File: src/rtl/sprite_compositor.sv
// sprite_compositor: composites up to N_OBJ coloured rectangles over a solid background colour
// and drives the VGA colour outputs through a two-stage pixel pipeline.
//
// Game logic may write the shadow table at any time. The shadow table is copied to the live
// table only on a frame_start, so a frame never tears. Object 0 is the ship: coll_mask reports,
// once per frame, which other objects it overlapped during the previous frame.
//
// Ports:
//   CLOCK_50, reset            clock (rising edge), asynchronous active-low reset
//   pix_x, pix_y, pix_ativo    pixel coordinate and visible-area flag from the VGA timing block
//   frame_start                one-cycle pulse per frame, during blanking
//   obj_we, obj_idx, obj_*     shadow table write port
//   obj_commit                 request a shadow-to-live copy at the next frame_start
//   commit_done                one-cycle pulse when the copy happens
//   commit_pending             a commit is queued but not yet done
//   coll_mask                  objects that overlapped object 0 in the previous frame
//   VGA_R/G/B, pix_valid       registered colour outputs and aligned active flag
module sprite_compositor #(
    parameter int unsigned N_OBJ    = 4,
    parameter int unsigned COORD_W  = 10,
    parameter int unsigned H_OFFSET = 144,
    parameter int unsigned V_OFFSET = 35,
    parameter logic [23:0] BG_COLOR = 24'h003232
) (
    input  logic                       CLOCK_50,
    input  logic                       reset,
    input  logic [COORD_W-1:0]         pix_x,
    input  logic [COORD_W-1:0]         pix_y,
    input  logic                       pix_ativo,
    input  logic                       frame_start,
    input  logic                       obj_we,
    input  logic [$clog2(N_OBJ)-1:0]   obj_idx,
    input  logic [COORD_W-1:0]         obj_x,
    input  logic [COORD_W-1:0]         obj_y,
    input  logic [COORD_W-1:0]         obj_w,
    input  logic [COORD_W-1:0]         obj_h,
    input  logic [23:0]                obj_color,
    input  logic                       obj_en,
    input  logic                       obj_commit,
    output logic                       commit_done,
    output logic                       commit_pending,
    output logic [N_OBJ-1:0]           coll_mask,
    output logic [7:0]                 VGA_R,
    output logic [7:0]                 VGA_G,
    output logic [7:0]                 VGA_B,
    output logic                       pix_valid
);

    // Two guard bits so position + offset + size never wraps; oversized rectangles clip.
    localparam int unsigned SW    = COORD_W + 2;
    localparam int unsigned IDX_W = $clog2(N_OBJ);

    logic [COORD_W-1:0] sh_x_q [N_OBJ];
    logic [COORD_W-1:0] sh_y_q [N_OBJ];
    logic [COORD_W-1:0] sh_w_q [N_OBJ];
    logic [COORD_W-1:0] sh_h_q [N_OBJ];
    logic [23:0]        sh_c_q [N_OBJ];
    logic [N_OBJ-1:0]   sh_en_q;

    logic [COORD_W-1:0] lv_x_q [N_OBJ];
    logic [COORD_W-1:0] lv_y_q [N_OBJ];
    logic [COORD_W-1:0] lv_w_q [N_OBJ];
    logic [COORD_W-1:0] lv_h_q [N_OBJ];
    logic [23:0]        lv_c_q [N_OBJ];
    logic [N_OBJ-1:0]   lv_en_q;

    logic               commit_go;
    logic               pend_q, done_q;
    logic [N_OBJ-1:0]   hit, hit_q;
    logic [N_OBJ-1:0]   acc_d, acc_q, coll_q;
    logic               ativo_q, valid_q;
    logic [23:0]        rgb_d, rgb_q;

    assign commit_go = frame_start & (pend_q | obj_commit);

    // Tables. The copy reads shadow through non-blocking semantics, so a write in the same
    // cycle as the copy lands in shadow only. Indices with no matching entry are dropped.
    always_ff @(posedge CLOCK_50 or negedge reset) begin
        if (!reset) begin
            for (int k = 0; k < int'(N_OBJ); k++) begin
                sh_x_q[k] <= '0;
                sh_y_q[k] <= '0;
                sh_w_q[k] <= '0;
                sh_h_q[k] <= '0;
                sh_c_q[k] <= '0;
                lv_x_q[k] <= '0;
                lv_y_q[k] <= '0;
                lv_w_q[k] <= '0;
                lv_h_q[k] <= '0;
                lv_c_q[k] <= '0;
            end
            sh_en_q <= '0;
            lv_en_q <= '0;
        end else begin
            for (int k = 0; k < int'(N_OBJ); k++) begin
                if (commit_go) begin
                    lv_x_q[k]  <= sh_x_q[k];
                    lv_y_q[k]  <= sh_y_q[k];
                    lv_w_q[k]  <= sh_w_q[k];
                    lv_h_q[k]  <= sh_h_q[k];
                    lv_c_q[k]  <= sh_c_q[k];
                    lv_en_q[k] <= sh_en_q[k];
                end
                if (obj_we && obj_idx == IDX_W'(k)) begin
                    sh_x_q[k]  <= obj_x;
                    sh_y_q[k]  <= obj_y;
                    sh_w_q[k]  <= obj_w;
                    sh_h_q[k]  <= obj_h;
                    sh_c_q[k]  <= obj_color;
                    sh_en_q[k] <= obj_en;
                end
            end
        end
    end

    // Per-object hit test against the live table; both bounds inclusive.
    for (genvar k = 0; k < int'(N_OBJ); k++) begin : g_hit
        logic [SW-1:0] lo_x, hi_x, lo_y, hi_y;
        assign lo_x   = SW'(lv_x_q[k]) + SW'(H_OFFSET);
        assign hi_x   = lo_x + SW'(lv_w_q[k]);
        assign lo_y   = SW'(lv_y_q[k]) + SW'(V_OFFSET);
        assign hi_y   = lo_y + SW'(lv_h_q[k]);
        assign hit[k] = lv_en_q[k]
                        && (SW'(pix_x) >= lo_x) && (SW'(pix_x) <= hi_x)
                        && (SW'(pix_y) >= lo_y) && (SW'(pix_y) <= hi_y);
    end

    // Collision accumulator: only pixels where the ship is drawn count; bit 0 stays clear.
    always_comb begin
        acc_d = acc_q;
        if (pix_ativo && hit[0]) begin
            acc_d = acc_q | (hit & ~N_OBJ'(1));
        end
    end

    // Stage-2 colour: lowest index wins, so scan from the top down and let lower ones override.
    always_comb begin
        rgb_d = BG_COLOR;
        for (int k = int'(N_OBJ) - 1; k >= 0; k--) begin
            if (hit_q[k]) begin
                rgb_d = lv_c_q[k];
            end
        end
        if (!ativo_q) begin
            rgb_d = '0;
        end
    end

    always_ff @(posedge CLOCK_50 or negedge reset) begin
        if (!reset) begin
            pend_q  <= 1'b0;
            done_q  <= 1'b0;
            acc_q   <= '0;
            coll_q  <= '0;
            hit_q   <= '0;
            ativo_q <= 1'b0;
            rgb_q   <= '0;
            valid_q <= 1'b0;
        end else begin
            done_q <= commit_go;
            if (commit_go) begin
                pend_q <= 1'b0;
            end else if (obj_commit) begin
                pend_q <= 1'b1;
            end
            if (frame_start) begin
                coll_q <= acc_d;
                acc_q  <= '0;
            end else begin
                acc_q  <= acc_d;
            end
            hit_q   <= hit;
            ativo_q <= pix_ativo;
            rgb_q   <= rgb_d;
            valid_q <= ativo_q;
        end
    end

    assign commit_done    = done_q;
    assign commit_pending = pend_q;
    assign coll_mask      = coll_q;
    assign VGA_R          = rgb_q[23:16];
    assign VGA_G          = rgb_q[15:8];
    assign VGA_B          = rgb_q[7:0];
    assign pix_valid      = valid_q;

endmodule
File: config.mk
export PLATFORM = sky130hd
export DESIGN_NAME = sprite_compositor
export DESIGN_NICKNAME = d
export VERILOG_FILES = /design/src/rtl/sprite_compositor.sv
export SDC_FILE = /design/constraint.sdc
export NUM_CORES = 1
export LEC_CHECK = 0
export ABC_AREA = 1
export CORE_UTILIZATION = 55
export DETAILED_ROUTE_END_ITERATION = 16
export PLACE_DENSITY = 0.76
export SYNTH_ARGS = -nofsm -noshare
export SYNTH_HDL_FRONTEND = slang
export SYNTH_SLANG_ARGS = --single-unit
File: constraint.sdc
create_clock -name CLOCK_50 -period 3.23 [get_ports CLOCK_50]
set_input_delay 0.323 -clock CLOCK_50 [delete_from_list [all_inputs] [get_ports CLOCK_50]]
set_output_delay 0.323 -clock CLOCK_50 [all_outputs]
set_load 0.005 [all_outputs]
==> impl_metrics.json <==
{
  "regToRegSetupSlack_ns": -0.21,
  "yosysWarnings": 0,
  "synth_nets": 3851,
  "max_cap_viol_count": 0,
  "drt_wl_total_mm": 75.7,
  "io_buffers": 122,
  "grt_pass1_vias": 23800,
  "fp.dieH_um": 232,
  "arrival_ns": 4.00,
  "cp_top_family": "simple AND/OR/NAND/NOR gates",
  "path_depth": 30,
  "setup_viol": 7,
  "drt_iter0_markers": 1761,
  "cts_buffers": 57,
  "detail-route-antenna-nets": 0,
  "avgSynthCellArea_um2": 8.31,
  "rsz0062_at_grt": "true",
  "start_util_pct": 56.2,
  "nets": 4096,
  "finalWorstSetupSlack_ns": -0.208,
  "async_flop_share_pct": 100,
  "drv_slew": 0,
  "cts_tree": "built",
  "synth_flop_cell": "dfrtp_1",
  "synthMostInstantiatedCell": "nand2_1",
  "cpPeakStageDelay_ns": 0.35,
  "worstHoldPathType": "in2async",
  "hold_ws_ns": 0.238,
  "synth_common_cells": "nand2_1 (1278), dfrtp_1 (558), o21ai_0 (379)",
  "antenna_found_initial": 1,
  "gp_congestion": 0.900,
  "vias": 24100,
  "worstSetupPathType": "reg2reg",
  "drive_above_1_share_pct": 11.9,
  "die_area_um2": 53800,
  "track_usage_pct": 28.4,
  "yosysSeqAreaShare_pct": 48.0,
  "rr_worst_depth": 30,
  "fin_crit_ns": 3.44,
  "clockBufferDepth": 3,
  "fmax_ghz": 0.291,
  "wire_per_inst_um": 16.9,
  "remaining_drc_errors": 0,
  "h-tree-depth": 2,
  "timing.rr.end": "coll_mask[3]",
  "fp.coreArea_um2": 51800,
  "worstMarginPinSlew_ns": 0.807,
  "grt_first_pass_wirelength_mm": 121,
  "clock-sinks": 558,
  "antenna_cells": 0,
  "cp_num_buf_inv": 4,
  "grt_overflow_total": 0,
  "violations": "negative setup slack",
  "worst_ir_drop_vdd_mv": 0.557,
  "slowest_stage": "dfrtp_1",
  "first_pass_iters": 5,
  "synth.distinct_cells": 42,
  "syn-cell-area_um2": 29100,
  "leakage_nw": 18.2,
  "dpl.hpwl_mm": 50.2,
  "crit_top_cell": "nand2_1",
  "clock-skew-final_ns": 0.0180,
  "start_kind": "flop",
  "status": "finished with violations",
  "p_per_area_nw_per_um2": 713,
  "clk_latency_ns": 0.63,
  "via_per_inst": 5.39,
  "cp-end-kind": "flop",
  "crit_required_ns": 3.79,
  "ios": 124,
  "synth-seq-cells": 558,
  "ys_top_cells_by_area": "dfrtp_1 (48%), nand2_1 (16%), ha_1 (11%)",
  "hold_violations": 0,
  "fin_crit_sh_pct": 106,
  "netlist_instances": 3502,
  "path_clk_slew_ns": 0.06,
  "root_buffer": "clkbuf_16",
  "max_slew_margin_pct": 45.8,
  "row_count": 83,
  "synth_top_area_share_pct": 48.0,
  "area_delta_synth_final_pct": 20.5,
  "crit_fanout": 3,
  "power.total_mw": 25.0,
  "die_w_um": 232,
  "synth-edff-count": 0,
  "synth.largest_area_cell": "dfrtp_1",
  "timing.rr.start": "lv_y_q[1]",
  "grt_max_degree": 131
}
[registers in the layout (all words and copies together), names as in the netlist, 3 cells and up]
| signal | cells |
|---|---|
| rgb_q | 24 |
| sh_c_q | 96 |
| lv_w_q | 40 |
| lv_h_q | 40 |
| lv_y_q | 40 |
| sh_y_q | 40 |
| lv_en_q | 4 |
| sh_x_q | 40 |
| coll_mask | 3 |
| sh_w_q | 40 |
| sh_en_q | 4 |
| hit_q | 4 |
| sh_h_q | 40 |
| acc_q | 3 |
| lv_x_q | 40 |
| lv_c_q | 96 |
[what timing repair did]
| item | in CTS | in global routing |
|---|---|---|
| pin swaps | 64 | 59 |
| setup buffers | 15 | 8 |
| setup endpoints to repair | 9 | 10 |
| hold endpoints to repair | 66 | 0 |
| hold buffers | 1 | 0 |
| resized for setup | 79 | 101 |
[logic make-up (layout without fill, tap and decap cells)]
family / Yosys count / after routing / share of synthesized area, %
buffers and inverters: 457 / 743 / 6.16
other: 1 / 1 / 0.0129
adders and majority gates: 256 / 256 / 11.2
AOI/OAI and AO/OA: 615 / 615 / 11.3
xor gates and xnor gates: 98 / 98 / 2.95
DFF: 558 / 558 / 48.0
and+or+nand+nor: 1517 / 1517 / 20.4
[cell usage in the layout (no fill, tap or decap), types with 19 or more instances in the layout]
master and count:
a21oi_1 113, buf_4 175, o21a_1 22, o21ai_0 373, nand3_1 63, a22oi_1 19, inv_2 20, clkdlybuf4s50_1 121
nand2_2 32, nor2_1 101, clkbuf_16 57, xnor2_1 27, dfrtp_1 557, ha_4 25, inv_1 305, nand2_1 1251
nand4_1 23, a21oi_2 22, xor2_1 57, ha_1 222
[metrics by stage]
stage               setup TNS, ns  setup WS, ns  instances  cell area [µm²]  utilization (%)
floorplan                       0       0.00421       3502            29100                -
global route                -3.25        -0.475       4468            35100             67.7
detailed placement          -1.87        -0.330       4344            32200             62.0
CTS                        -0.336       -0.0715       4460            34500             66.6
finish                      -1.03        -0.208       4468            35100             67.7
global placement            -1.01        -0.189       4344            32200             62.0
[layer usage]
layer	GRT usage, %	routed length (µm)
met5	0	13
met2	49.2	37100
met4	11.0	2770
met3	3.66	3950
met1	36.1	31800
[power by group]
part           leakage (nW)  switching (mW)  total, mW  internal, mW
clock network         0.908            2.80       6.59          3.80
registers              7.08           0.798       8.98          8.19
logic                  10.2            5.21       9.42          4.21
[area by class of cell]
type | instances | area, µm²
inverters | 327 | 1230
fillers | 4098 | 16700
multi-input cells | 2487 | 14300
clock buffers | 80 | 1610
well taps | 680 | 851
clock inverters | 20 | 251
repair buffers | 316 | 2880
flip-flops and latches | 558 | 14000
[worst max path at each step]
| stage | start | end | slack (ns) |
|---|---|---|---|
| 2_1_floorplan | lv_y_q[30] | coll_mask[1] | 0.004 |
| 3_3_place_gp | lv_y_q[0] | coll_mask[3] | -0.19 |
| 3_5_place_dp | lv_y_q[10] | acc_q[2] | -0.33 |
| 4_1_cts | lv_y_q[20] | coll_mask[1] | -0.07 |
| 5_1_grt | lv_y_q[1] | coll_mask[3] | -0.47 |
| 6_report | lv_y_q[1] | coll_mask[3] | -0.21 |
No activity file was read; power rests on OpenSTA's default activity.
